===== src/rtl/i2c_config_seq.sv =====
// rtl/i2c_config_seq.sv - I2C write sequencer streaming NUM_REGS config entries (dev addr, reg addr, reg data)
module i2c_config_seq #(
    parameter int CLK_DIV  = 250,
    parameter int NUM_REGS = 9
) (
    input  logic       clk,
    input  logic       rst_n,
    input  logic       start,
    input  logic       sda_in,
    input  logic       shift_reg_out,
    output logic       scl,
    output logic       sda_oe,
    output logic       fsm_enable,
    output logic       middle_low_cycle_pulse,
    output logic [3:0] reg_num,
    output logic       read,
    output logic       use_mem_data,
    output logic       byte_select,
    output logic       load,
    output logic       busy,
    output logic       done,
    output logic       ack_error
);

    typedef enum logic [2:0] {IDLE, START, BIT, ACK, STOP, GAP, DONE} state_t;

    state_t     state;
    logic [9:0] qcnt;
    logic [1:0] quarter;
    logic [2:0] bit_cnt;
    logic [1:0] byte_cnt;
    logic       mlp_d;
    logic       nack;

    logic       q_end;
    logic       bit_end;
    logic       pre_mid;
    logic [1:0] nq;
    logic       timed;

    // Timing decode; outputs are registered, so they are computed from the position one cycle ahead
    always_comb begin
        q_end   = (qcnt == 10'(CLK_DIV - 1));
        bit_end = q_end && (quarter == 2'd3);
        pre_mid = (quarter == 2'd0) && (qcnt == 10'(CLK_DIV - 2));
        nq      = q_end ? quarter + 2'd1 : quarter;
        timed   = (state == START) || (state == BIT) || (state == ACK) ||
                  (state == STOP)  || (state == GAP);
    end

    assign read = 1'b0;

    // Sequencer FSM, quarter timer and all registered bus/control outputs
    always_ff @(posedge clk or negedge rst_n) begin
        if (!rst_n) begin
            state                  <= IDLE;
            qcnt                   <= '0;
            quarter                <= '0;
            bit_cnt                <= '0;
            byte_cnt               <= '0;
            mlp_d                  <= 1'b0;
            nack                   <= 1'b0;
            scl                    <= 1'b1;
            sda_oe                 <= 1'b0;
            fsm_enable             <= 1'b0;
            middle_low_cycle_pulse <= 1'b0;
            reg_num                <= '0;
            use_mem_data           <= 1'b0;
            byte_select            <= 1'b0;
            load                   <= 1'b0;
            busy                   <= 1'b0;
            done                   <= 1'b0;
            ack_error              <= 1'b0;
        end else begin
            if (timed) begin
                qcnt    <= q_end ? '0 : qcnt + 10'd1;
                quarter <= nq;
            end
            mlp_d                  <= middle_low_cycle_pulse;
            load                   <= 1'b0;
            middle_low_cycle_pulse <= 1'b0;
            case (state)
                IDLE: begin
                    scl    <= 1'b1;
                    sda_oe <= 1'b0;
                    busy   <= 1'b0;
                    if (start) begin
                        state        <= START;
                        reg_num      <= '0;
                        byte_cnt     <= '0;
                        ack_error    <= 1'b0;
                        done         <= 1'b0;
                        busy         <= 1'b1;
                        qcnt         <= '0;
                        quarter      <= '0;
                        use_mem_data <= 1'b0;
                        byte_select  <= 1'b0;
                    end
                end
                START: begin
                    // SDA falls in the second half while SCL stays high
                    scl    <= 1'b1;
                    sda_oe <= nq[1];
                    if (bit_end) begin
                        state   <= BIT;
                        bit_cnt <= 3'd7;
                        scl     <= 1'b0;
                        sda_oe  <= 1'b1;
                    end
                end
                BIT: begin
                    scl                    <= nq[1];
                    middle_low_cycle_pulse <= pre_mid;
                    load                   <= pre_mid && (bit_cnt == 3'd7);
                    // one cycle after the strobe the shift register already shows the new MSB
                    if (mlp_d)
                        sda_oe <= ~shift_reg_out;
                    if (bit_end) begin
                        if (bit_cnt == 3'd0) begin
                            state      <= ACK;
                            fsm_enable <= 1'b0;
                        end else begin
                            bit_cnt    <= bit_cnt - 3'd1;
                            fsm_enable <= 1'b1;
                        end
                    end
                end
                ACK: begin
                    scl                    <= nq[1];
                    middle_low_cycle_pulse <= pre_mid;
                    if (middle_low_cycle_pulse)
                        sda_oe <= 1'b0;
                    if ((quarter == 2'd2) && q_end)
                        nack <= sda_in;
                    if (bit_end) begin
                        if (nack) begin
                            ack_error <= 1'b1;
                            state     <= STOP;
                            sda_oe    <= 1'b1;
                        end else if (byte_cnt == 2'd2) begin
                            state  <= STOP;
                            sda_oe <= 1'b1;
                        end else begin
                            state        <= BIT;
                            bit_cnt      <= 3'd7;
                            byte_cnt     <= byte_cnt + 2'd1;
                            use_mem_data <= 1'b1;
                            byte_select  <= (byte_cnt == 2'd0);
                        end
                    end
                end
                STOP: begin
                    // SDA rises in the last quarter while SCL is high
                    scl    <= nq[1];
                    sda_oe <= (nq != 2'd3);
                    if (bit_end) begin
                        scl          <= 1'b1;
                        sda_oe       <= 1'b0;
                        byte_cnt     <= '0;
                        use_mem_data <= 1'b0;
                        byte_select  <= 1'b0;
                        if (ack_error || (reg_num == 4'(NUM_REGS - 1))) begin
                            state <= DONE;
                            done  <= 1'b1;
                            busy  <= 1'b0;
                        end else begin
                            state   <= GAP;
                            reg_num <= reg_num + 4'd1;
                        end
                    end
                end
                GAP: begin
                    scl    <= 1'b1;
                    sda_oe <= 1'b0;
                    if (bit_end)
                        state <= START;
                end
                DONE: begin
                    busy  <= 1'b0;
                    done  <= 1'b1;
                    state <= IDLE;
                end
                default: state <= IDLE;
            endcase
        end
    end

endmodule


===== config.mk =====
export PLATFORM = sky130hd
export DESIGN_NAME = i2c_config_seq
export DESIGN_NICKNAME = d
export VERILOG_FILES = /design/src/rtl/i2c_config_seq.sv
export SDC_FILE = /design/constraint.sdc
export NUM_CORES = 1
export LEC_CHECK = 0
export ABC_AREA = 1
export BUFFER_PORTS_ARGS = -buffer_cell sky130_fd_sc_hd__buf_2
export CAP_MARGIN = 20
export CORE_ASPECT_RATIO = 0.8
export CORE_MARGIN = 2
export CORE_UTILIZATION = 35
export CTS_CLUSTER_SIZE = 16
export DETAILED_ROUTE_END_ITERATION = 10
export SLEW_MARGIN = 15
export SYNTH_ARGS = -nofsm -noshare
export SYNTH_HDL_FRONTEND = slang
export SYNTH_SLANG_ARGS = --single-unit

===== constraint.sdc =====
create_clock -name clk -period 4.55 [get_ports clk]
set_input_delay 0.2275 -clock clk [delete_from_list [all_inputs] [get_ports clk]]
set_output_delay 0.2275 -clock clk [all_outputs]
set_load 0.02 [all_outputs]

# Yosys cells after proc, flatten, opt, wreduce, memory -nomap -nowiden
# Index checks and enable logic that the tools add are counted.
[classes] add_sub_neg=5 n_eq_ne=28 n_mux=69 bitwise=1 n_reduce_logical=32
[ops] operator="$mux W3" count=15
[ops] operator="$mux W10" count=4
[ops] operator="$mux W1" count=26
[ops] operator="$ne A2 B2 Y1 const B" count=13
[ops] operator="$eq A10 B8 Y1 const B" count=2
[ops] operator="$mux W2" count=10
[ops] operator="$pmux W3 S6" count=1
[ops] operator="$reduce_and A7 Y1" count=2
[ops] operator="$eq A3 B3 Y1 const B" count=4
[ops] operator="$mux W4" count=3
[ops] operator="$pmux W1 S3" count=4
[ops] operator="$reduce_and A4 Y1" count=3
[ops] operator="$add A10 B1 Y10 const B" count=1
[ops] operator="$pmux W3 S3" count=1
[ops] operator="$reduce_bool A3 Y1" count=3
[ops] operator="$pmux W4 S2" count=1
[ops] operator="$eq A2 B2 Y1 const B" count=3
[ops] operator="$eq A3 B2 Y1 const B" count=2
[ops] operator="$logic_not A3 Y1" count=2
[ops] operator="$pmux W2 S3" count=1
[ops] operator="$reduce_and A2 Y1" count=3
[ops] operator="$reduce_and A6 Y1" count=1
[ops] operator="$logic_or A1 B1 Y1" count=5
[ops] operator="$pmux W1 S5" count=1
[ops] operator="16 further kinds" count=24
[word_totals] ff_bits=36 in_bits=5 output_inout_bits=15 elab_cells=153

# Longest topological paths before layout
# Gate-level depths: netlist of run 1.
[logic_depth] word_depth=8 depth_mapped=12 depth_no_buf=12

# Worst setup path before layout of run 1
# No wires, ideal clock.
[synth_timing] kind="register -> register" start="register qcnt[1]" end="register qcnt[7]" setup_time_ns=0.119 arrival_ns=1.443 path_slack_ns=2.988 path_stages_with_launch=11 path_buffers=0 path_cell_list="dfrtp_1 -> inv_1 -> ha_1 -> inv_1 -> nor2_2 -> nand3_1 -> nor2_2 -> inv_1 -> nand2_2 -> a21oi_1 -> and2_1"
[synth_between] elab_chain_cells=5 word_cells_on_any_way=6 cone_classes="1 x add/sub; 1 x eq/ne; 4 x mux"
[synth_lines] item="start: declaration" line_no="28" rtl="logic [9:0] qcnt;"
[synth_lines] item="start signal: assignment" line_no="76" rtl="qcnt <= q_end ? '0 : qcnt + 10'd1;"
[synth_lines] item="$add A10 B1 Y10 / $eq A10 B8 Y1 (equally long branches)" line_no="76, 43"
[synth_lines] item="$mux W10 *" line_no="76"
[synth_lines] item="$mux W10 *" line_no="75" rtl="if (timed) begin"
[synth_lines] item="$mux W10" line_no="87" rtl="if (start) begin"
[synth_lines] item="$mux W10 *" line_no="82" rtl="case (state)"
# Mark *: on every way between the ends. The rest lies on a longest branch, timed or not.
# A chain may end at the register's enable or synchronous reset.

# Worst setup path after layout of run 1
[layout_timing] start="register qcnt[1]" end="register byte_cnt[1]"
[layout_between] elab_chain_cells=4 word_cells_on_any_way=5 cone_classes="3 x eq/ne; 2 x reduce/logical"
[layout_lines] item="$eq A10 B8 Y1 *" line_no="43" rtl="q_end = (qcnt == 10'(CLK_DIV - 1));"
[layout_lines] item="$logic_and A1 B1 Y1 *" line_no="44" rtl="bit_end = q_end && (quarter == 2'd3);"
[layout_lines] item="$ne A2 B2 Y1 (no source line)"
[layout_lines] item="$reduce_and A6 Y1 (no source line) *"
[layout_lines] item="end signal: assignment" line_no="146" rtl="byte_cnt <= byte_cnt + 2'd1;"
[layout_lines] item="end: declaration" line_no="31" rtl="logic [1:0] byte_cnt;"
# Marked as above.

==> qor.yml, run 1 <==
vias: 1870
ys_ff_latch: 36
hold_viol_final: 0
synth_top_area_frac: 0.384
dpl.cell_count: 393
relSlewSlack: 0.447
r2r_slack_ns: 2.71
path_buf_inv: 2
worst_setup_path_start_kind: "register"
fin_skew_ns: 0.00535
clk_pin_slew_ns: 0.07
initial_core_util: 0.360
critPathTopFamily: "simple AND/OR/NAND/NOR gates"
antenna-diode-count: 0
setup_tns_ns: 0
syn_inst: 294
fp.dieH_um: 76.2
critPathMaxFanout: 13
hpwlAfterDp_um: 3710
tightest_slew_ns: 0.829
timing.rr.start: "qcnt[1]$_DFF_PN0_"
ant_nets: 0
fmax_mhz: 545
period_needed_ns: 1.84
status: "finished, final reports clean"
p_leak_uw: 0.00130
root_buffer: "clkbuf_8"
crit_arrival_ns: 2.02
yosys.area.top_type: "dfrtp_1"
cts_buffers: 5
ys.flop_type: "dfrtp_1"
syn2layout_area_growth_pct: 11.6
finalSetupViolations: 0
layout.cells.non_filler: 401
ff2ff_path_depth: 9
core-area_sq_mm: 0.00634
nets: 334
crit_slowest_cell: "dfrtp_1"
numPortBuffers: 18
fin_crit_sh: 0.404
seq_area_frac_synth: 0.396
cts_sinks: 36
synth_nets: 312
async_reset_ff_frac: 1.00
pin_count: 20
grt_start_max_net_pins: 37
drt-wirelength-per-cell_um: 12.1
hold_buffers: 0
synthesis.area_sq_mm: 0.00228
gp_congestion: 0.901
die_w_um: 94.3
rsz0062_at_grt: "no"
max_stage_delay_ns: 0.40
synthTopCellsByArea: "dfrtp_1 (38%), nand2_1 (13%), ha_1 (7.1%), inv_1 (6.3%), nor2_1 (4.6%)"
worstSetupPathType: "register to register"
ctsResizeCount: 0
required_ns: 4.73
first_pass_iters: 4
crit_path_end_kind: "register"
drcViolationCount: 0
clk_latency_ns: 0.29
antenna_found_initial: 0
ir_worst_vdd_uv: 101
r2r_end: "byte_cnt[1]$_DFFE_PN0P_"
cap_violations: 0
hp-class: "input port to asynchronous set/reset pin"
grtUsageTotal: 0.151
powerDensity_mw_per_mm2: 224
via_per_inst: 4.66
cts_tree: "done"
crit_chain: "inv_1 > ha_1 > inv_1 > nor2_2 > nand4_4 > nand2_2 > nand2_2 > o21bai_1 > nand2_1"
grt_pass1_vias: 1792
core.rowCount: 26
gr-total-overflow: 0
yosys_warnings: 0
total_power_uw: 570
first_iter_violations: 129
wl_um: 4870
clk_path_buf_depth: 2
dieArea_sq_mm: 0.00718
drive_gt1_frac: 0.177
grt_pass1_wl_um: 8610
htree_levels: 2
hold_ws_ns: 0.0269
ys_types: 38
post-cts-setup-buffers: 0
syn_area_per_cell_sq_um: 7.76
drv_slew: 0
synth_edf_count: 0
==> report_power, final <==
part | switching, uW | internal [uW] | leakage (uW)
logic | 7.74 | 1.29 | 0.000824
registers | 0 | 320 | 0.000428
clock network | 121 | 121 | 0.0000510
==> through the flow <==
| step | util | setup WS (ns) | instance area (sq um) |
|---|---|---|---|
| after floorplan | - | 2.99 | 2280 |
| after global placement | 0.387 | 2.76 | 2450 |
| after detailed placement | 0.387 | 2.72 | 2450 |
| after CTS | 0.401 | 2.71 | 2540 |
| after global routing | 0.401 | 2.53 | 2540 |
| final | 0.401 | 2.71 | 2540 |
==> kinds of logic after synthesis <==
family,share of synthesized area
flip-flops,0.396
AND/OR/NAND/NOR,0.324
buffers and inverters,0.0812
multiplexers,0.00494
XOR/XNOR,0.0154
adder cells (fa/ha/maj),0.0713
AO/OA/AOI/OAI,0.106
other,0.00164
==> per-layer routing <==
| layer | up-vias | track usage | wire, um |
|---|---|---|---|
| li1 | 977 | - | - |
| met1 | 851 | 0.239 | 2720 |
| met2 | 36 | 0.206 | 1850 |
| met3 | 6 | 0.0415 | 237 |
| met4 | 0 | 0.0261 | 62 |
| met5 | - | 0 | 0 |
==> synth_stat cells, types with 3 or more instances <==
master    count
nand2_1      77
inv_1        38
dfrtp_1      35
nor2_1       28
nand3_1      18
ha_1         13
o21ai_0      13
a21oi_1      11
nand2_2       8
nand4_1       7
inv_2         5
nor2_4        4
o21bai_1      4
or2_2         3
xor2_1        3
==> worst max-delay path by stage <==
stage,startpoint,end,slack [ns],depth (start not counted)
2_1_floorplan,qcnt[1]$_DFF_PN0_,qcnt[7]$_DFF_PN0_,2.99,10
3_3_place_gp,state[2]$_DFFE_PN0P_,bit_cnt[1]$_DFFE_PN0P_,2.76,7
3_5_place_dp,qcnt[1]$_DFF_PN0_,byte_cnt[0]$_DFFE_PN0P_,2.72,9
4_1_cts,qcnt[1]$_DFF_PN0_,byte_cnt[0]$_DFFE_PN0P_,2.71,9
5_1_grt,qcnt[1]$_DFF_PN0_,byte_cnt[0]$_DFFE_PN0P_,2.53,9
6_report,qcnt[1]$_DFF_PN0_,byte_cnt[1]$_DFFE_PN0P_,2.71,9
==> placed cells by master, fill, tap and decap left out, drive strengths merged <==
cell / n
nand2: 85
inv: 43
dfrtp: 35
nor2: 35
nand3: 19
buf: 18
o21ai: 14
ha: 13
a21oi: 13
nand4: 8
clkbuf: 6
o21bai: 4
xor2: 3
or2: 3
nand3b: 2
a22oi: 2
clkinv: 2
a21boi: 2
nor3: 1
a211oi: 1
and2: 1
a31oi: 1
o22ai: 1
xnor2: 1
mux2: 1
o31ai: 1
conb: 1
dfstp: 1
==> registers in the layout, summed over array words and instances, names as in the netlist <==
register / flops
qcnt: 10
reg_num: 4
bit_cnt: 3
state: 3
byte_cnt: 2
quarter: 2
ack_error: 1
busy: 1
byte_select: 1
done: 1
fsm_enable: 1
load: 1
middle_low_cycle_pulse: 1
mlp_d: 1
nack: 1
scl: 1
sda_oe: 1
use_mem_data: 1
==> area by class of cell <==
type,instances,area [sq um]
clock buffer,6,82.6
clock inverter,2,10.0
fill,645,3800
inverter,43,161
multi-input combinational,212,1190
sequential,36,902
tap,84,105
timing repair buffer,18,90.1
No activity file was read; power rests on OpenSTA's default activity.
==> inputs of run 2 (changes only) <==
- ABC_AREA: 1 -> 0
- clock period: 4.55 -> 1.8 ns (I/O delays scaled with it)
==> run 2 against run 1 <==
The flow now finishes with violations (negative setup slack); combinational power rose to 230 times the previous value; utilization rose by 8.2 points; worst hold slack improved by 0.0017 ns; largest cell class unchanged.
==> qor.yml, run 2 <==
ys_types: 59  # +55%
ys_ff_latch: 36  # unchanged
drv_slew: 0  # unchanged
core.rowCount: 26  # unchanged
die_w_um: 93.5  # -0.79%
yosysMostFrequentCell: "dfrtp_1"
nets: 321  # -3.9%
drcViolationCount: 0  # unchanged
final.setup.worst_slack_ns: -0.103  # -2.82 ns
worst_setup_path_start_kind: "register"
synth_nets: 258  # -17%
fp.dieH_um: 75.6  # -0.78%
required_ns: 2.03  # -2.70 ns
hold_viol_final: 0  # unchanged
cap_violations: 0  # unchanged
dieArea_sq_mm: 0.00707  # -1.6%
finalSetupViolations: 14  # +14
crit_slowest_cell: "or4b_4"
ant_nets: 0  # unchanged
largest_reg_flops: 10  # unchanged
rsz0062_at_grt: "yes"
syn2layout_area_growth_pct: 35.2
grt_pass1_vias: 1869  # +4.3%
clk_path_buf_depth: 2  # unchanged
wl_um: 5980  # +23%
syn_area_per_cell_sq_um: 9.35  # +20%
crit_arrival_ns: 2.13  # +0.11 ns
grt_start_max_net_pins: 37  # unchanged
fillers: 598  # -7.3%
antenna-diode-count: 0  # unchanged
yosys_warnings: 0  # unchanged
cts_tree: "done"
clk_latency_ns: 0.29  # about the same
worstSetupPathType: "register to register"
gr-total-overflow: 0  # unchanged
syn_inst: 240  # -18%
core-area_sq_mm: 0.00628  # -1.0%
synthTopCellsByArea: "dfrtp_1 (39%), ha_1 (7.3%), nor2_1 (3.5%), a21oi_1 (2.5%), inv_1 (2.3%)"
synthesis.area_sq_mm: 0.00224  # -1.6%
final_common_cell: "buf_4"
hp-class: "input port to register"
async_reset_ff_frac: 1.00  # unchanged
first_iter_violations: 167  # +29%
clkPwrFrac: 0.164  # -0.259
p_leak_uw: 0.00143  # +9.4%
synth_top_area_frac: 0.390  # +0.00642
htree_levels: 2  # unchanged
grt_pass1_wl_um: 9570  # +11%
top_regs: "qcnt (10), reg_num (4)"
period_needed_ns: 1.90  # +0.0664 ns
via_per_inst: 5.34  # +15%
first_pass_iters: 4  # unchanged
synth_common_cells: "dfrtp_1 (35), nor2_1 (21), inv_1 (14)"
drive_gt1_frac: 0.336  # +0.159
yosys.area.top_type: "dfrtp_1"
initial_core_util: 0.357  # -0.00225
critPathMaxFanout: 9  # -4
max_stage_delay_ns: 0.58  # +0.18 ns
power_frac_seq: 0.279  # -0.282
drt-wirelength-per-cell_um: 15.4  # +27%
status: "finished, violations left"
place_ws_ns: -0.109  # -2.83 ns
ys.flop_type: "dfrtp_1"
numPortBuffers: 18  # unchanged
layout.cells.non_filler: 388  # -3.2%
crit_path_end_kind: "register"
gp_congestion: 0.884  # -1.9%
seq_area_frac_synth: 0.402  # +0.00662
dpl.cell_count: 375  # -4.6%
powerDensity_mw_per_mm2: 1240  # +450%
cts_sinks: 36  # unchanged
violations: "negative setup slack"
fin_crit_sh: 1.06  # +0.653
setup_tns_ns: -0.726  # -0.726 ns
p_sw_uw: 1520  # +1100%
crit_chain: "or4b_4 > or3_1 > buf_6 > nor3_4 > a22o_1"
grtUsageTotal: 0.176  # +0.0248
internal_power_uw: 2230  # +400%
cts_buffers: 5  # unchanged
synth_edf_count: 0  # unchanged
pwr-share-comb: 0.557  # +0.541
antenna_found_initial: 0  # unchanged
pin_count: 20  # unchanged
top_register: "qcnt"
ir_worst_vdd_uv: 523  # +420%
layout_common_cells: "buf_4 (38), dfrtp_1 (35), nor2_1 (21), buf_2 (18), inv_1 (14)"
hpwlAfterDp_um: 4170  # +13%
fin_skew_ns: 0.00304  # -0.00231 ns
root_buffer: "clkbuf_8"
clk_pin_slew_ns: 0.07  # about the same
vias: 2072  # +11%
fmax_mhz: 526  # -3.5%
switching_share: 0.406  # +0.181
-- run 2: cell count changes in the layout (fill, tap and decap cells not counted), sizes merged, moves of 6 or more --
| cell | delta |
|---|---|
| o211ai | +6 |
| inv | -29 |
| buf | +47 |
| nor3 | +9 |
| nand2 | -72 |
| nand3 | -10 |
| nor2 | -14 |
| nand2b | +6 |
-- run 2: worst paths after layout --
| kind | from | to | slack, ns | cells past startpoint |
|---|---|---|---|---|
| setup reg to reg | qcnt[9]$_DFF_PN0_ | byte_select$_DFFE_PN0P_ | -0.10 | 5 |
| hold / removal | sda_in | nack$_DFFE_PN0P_ | 0.03 | 2 |
| hold reg to reg | middle_low_cycle_pulse$_DFF_PN0_ | mlp_d$_DFF_PN0_ | 0.40 | 0 |
| setup / recovery | qcnt[9]$_DFF_PN0_ | byte_select$_DFFE_PN0P_ | -0.10 | 5 |
| max in group asynchronous | rst_n | scl$_DFFE_PN1P_ | 1.08 | 3 |
| min in group asynchronous | rst_n | qcnt[5]$_DFF_PN0_ | 0.37 | 3 |
-- run 2: timing repair --
action	4_1_cts	5_1_grt
gates resized for setup	18	19
buffers inserted	3	1
hold buffers	1	0
pin swaps	9	8
endpoints found under the setup margin	19	23
endpoints found under the hold margin	35	0
-- run 2: power by group through the flow --
stage	logic [uW]	clock network [uW]	registers, uW
2_1_floorplan	1020	0	1130
3_3_place_gp	1830	0	1050
3_5_place_dp	1860	0	1050
4_1_cts	1920	631	1040
5_1_grt	2270	664	1070
6_report	2090	614	1050
-- run 2: cells by family (layout without fill, tap and decap cells) --
kind of cell / count (synthesis) / in the layout / synth area share
and+or+nand+nor: 95 / 95 / 0.238
AOI/OAI and AO/OA: 54 / 54 / 0.166
DFF: 36 / 36 / 0.402
buffers and inverters: 25 / 89 / 0.0491
adders and majority gates: 13 / 13 / 0.0725
muxes: 9 / 9 / 0.0429
xor gates and xnor gates: 7 / 7 / 0.0273
other: 1 / 1 / 0.00167
-- run 2: critical path, delay by kind of cell, from the launching register on --
kind	cells	cell delay, ns
simple gates	3	1.14
flops	1	0.38
compound gates	1	0.17
buf+inv	1	0.16
-- run 2: per-stage QoR --
step	hold WS (ns)	total power [uW]	utilization	instance area, sq um
detailed placement	0.173	2910	0.433	2720
floorplan	-0.206	2150	-	2240
finish	0.0286	3750	0.483	3030
global placement	0.174	2870	0.433	2720
global route	0.0330	3990	0.483	3030
CTS	0.0255	3590	0.466	2920
-- run 2: cell type report --
cell class | count | area (sq um) | area share
tap | 84 | 105 | 0.0347
timing repair buffer | 66 | 504 | 0.166
multi-input combinational | 179 | 1380 | 0.453
clock buffer | 8 | 90.1 | 0.0297
sequential | 36 | 902 | 0.297
inverter | 15 | 56.3 | 0.0186
-- run 2: routing by layer --
| metal | wire length [um] | global-route usage | vias up |
|---|---|---|---|
| li1 | - | - | 1011 |
| met5 | 0 | 0 | - |
| met3 | 326 | 0.0346 | 5 |
| met4 | 47 | 0.0441 | 0 |
| met2 | 2600 | 0.256 | 46 |
| met1 | 3000 | 0.269 | 1010 |
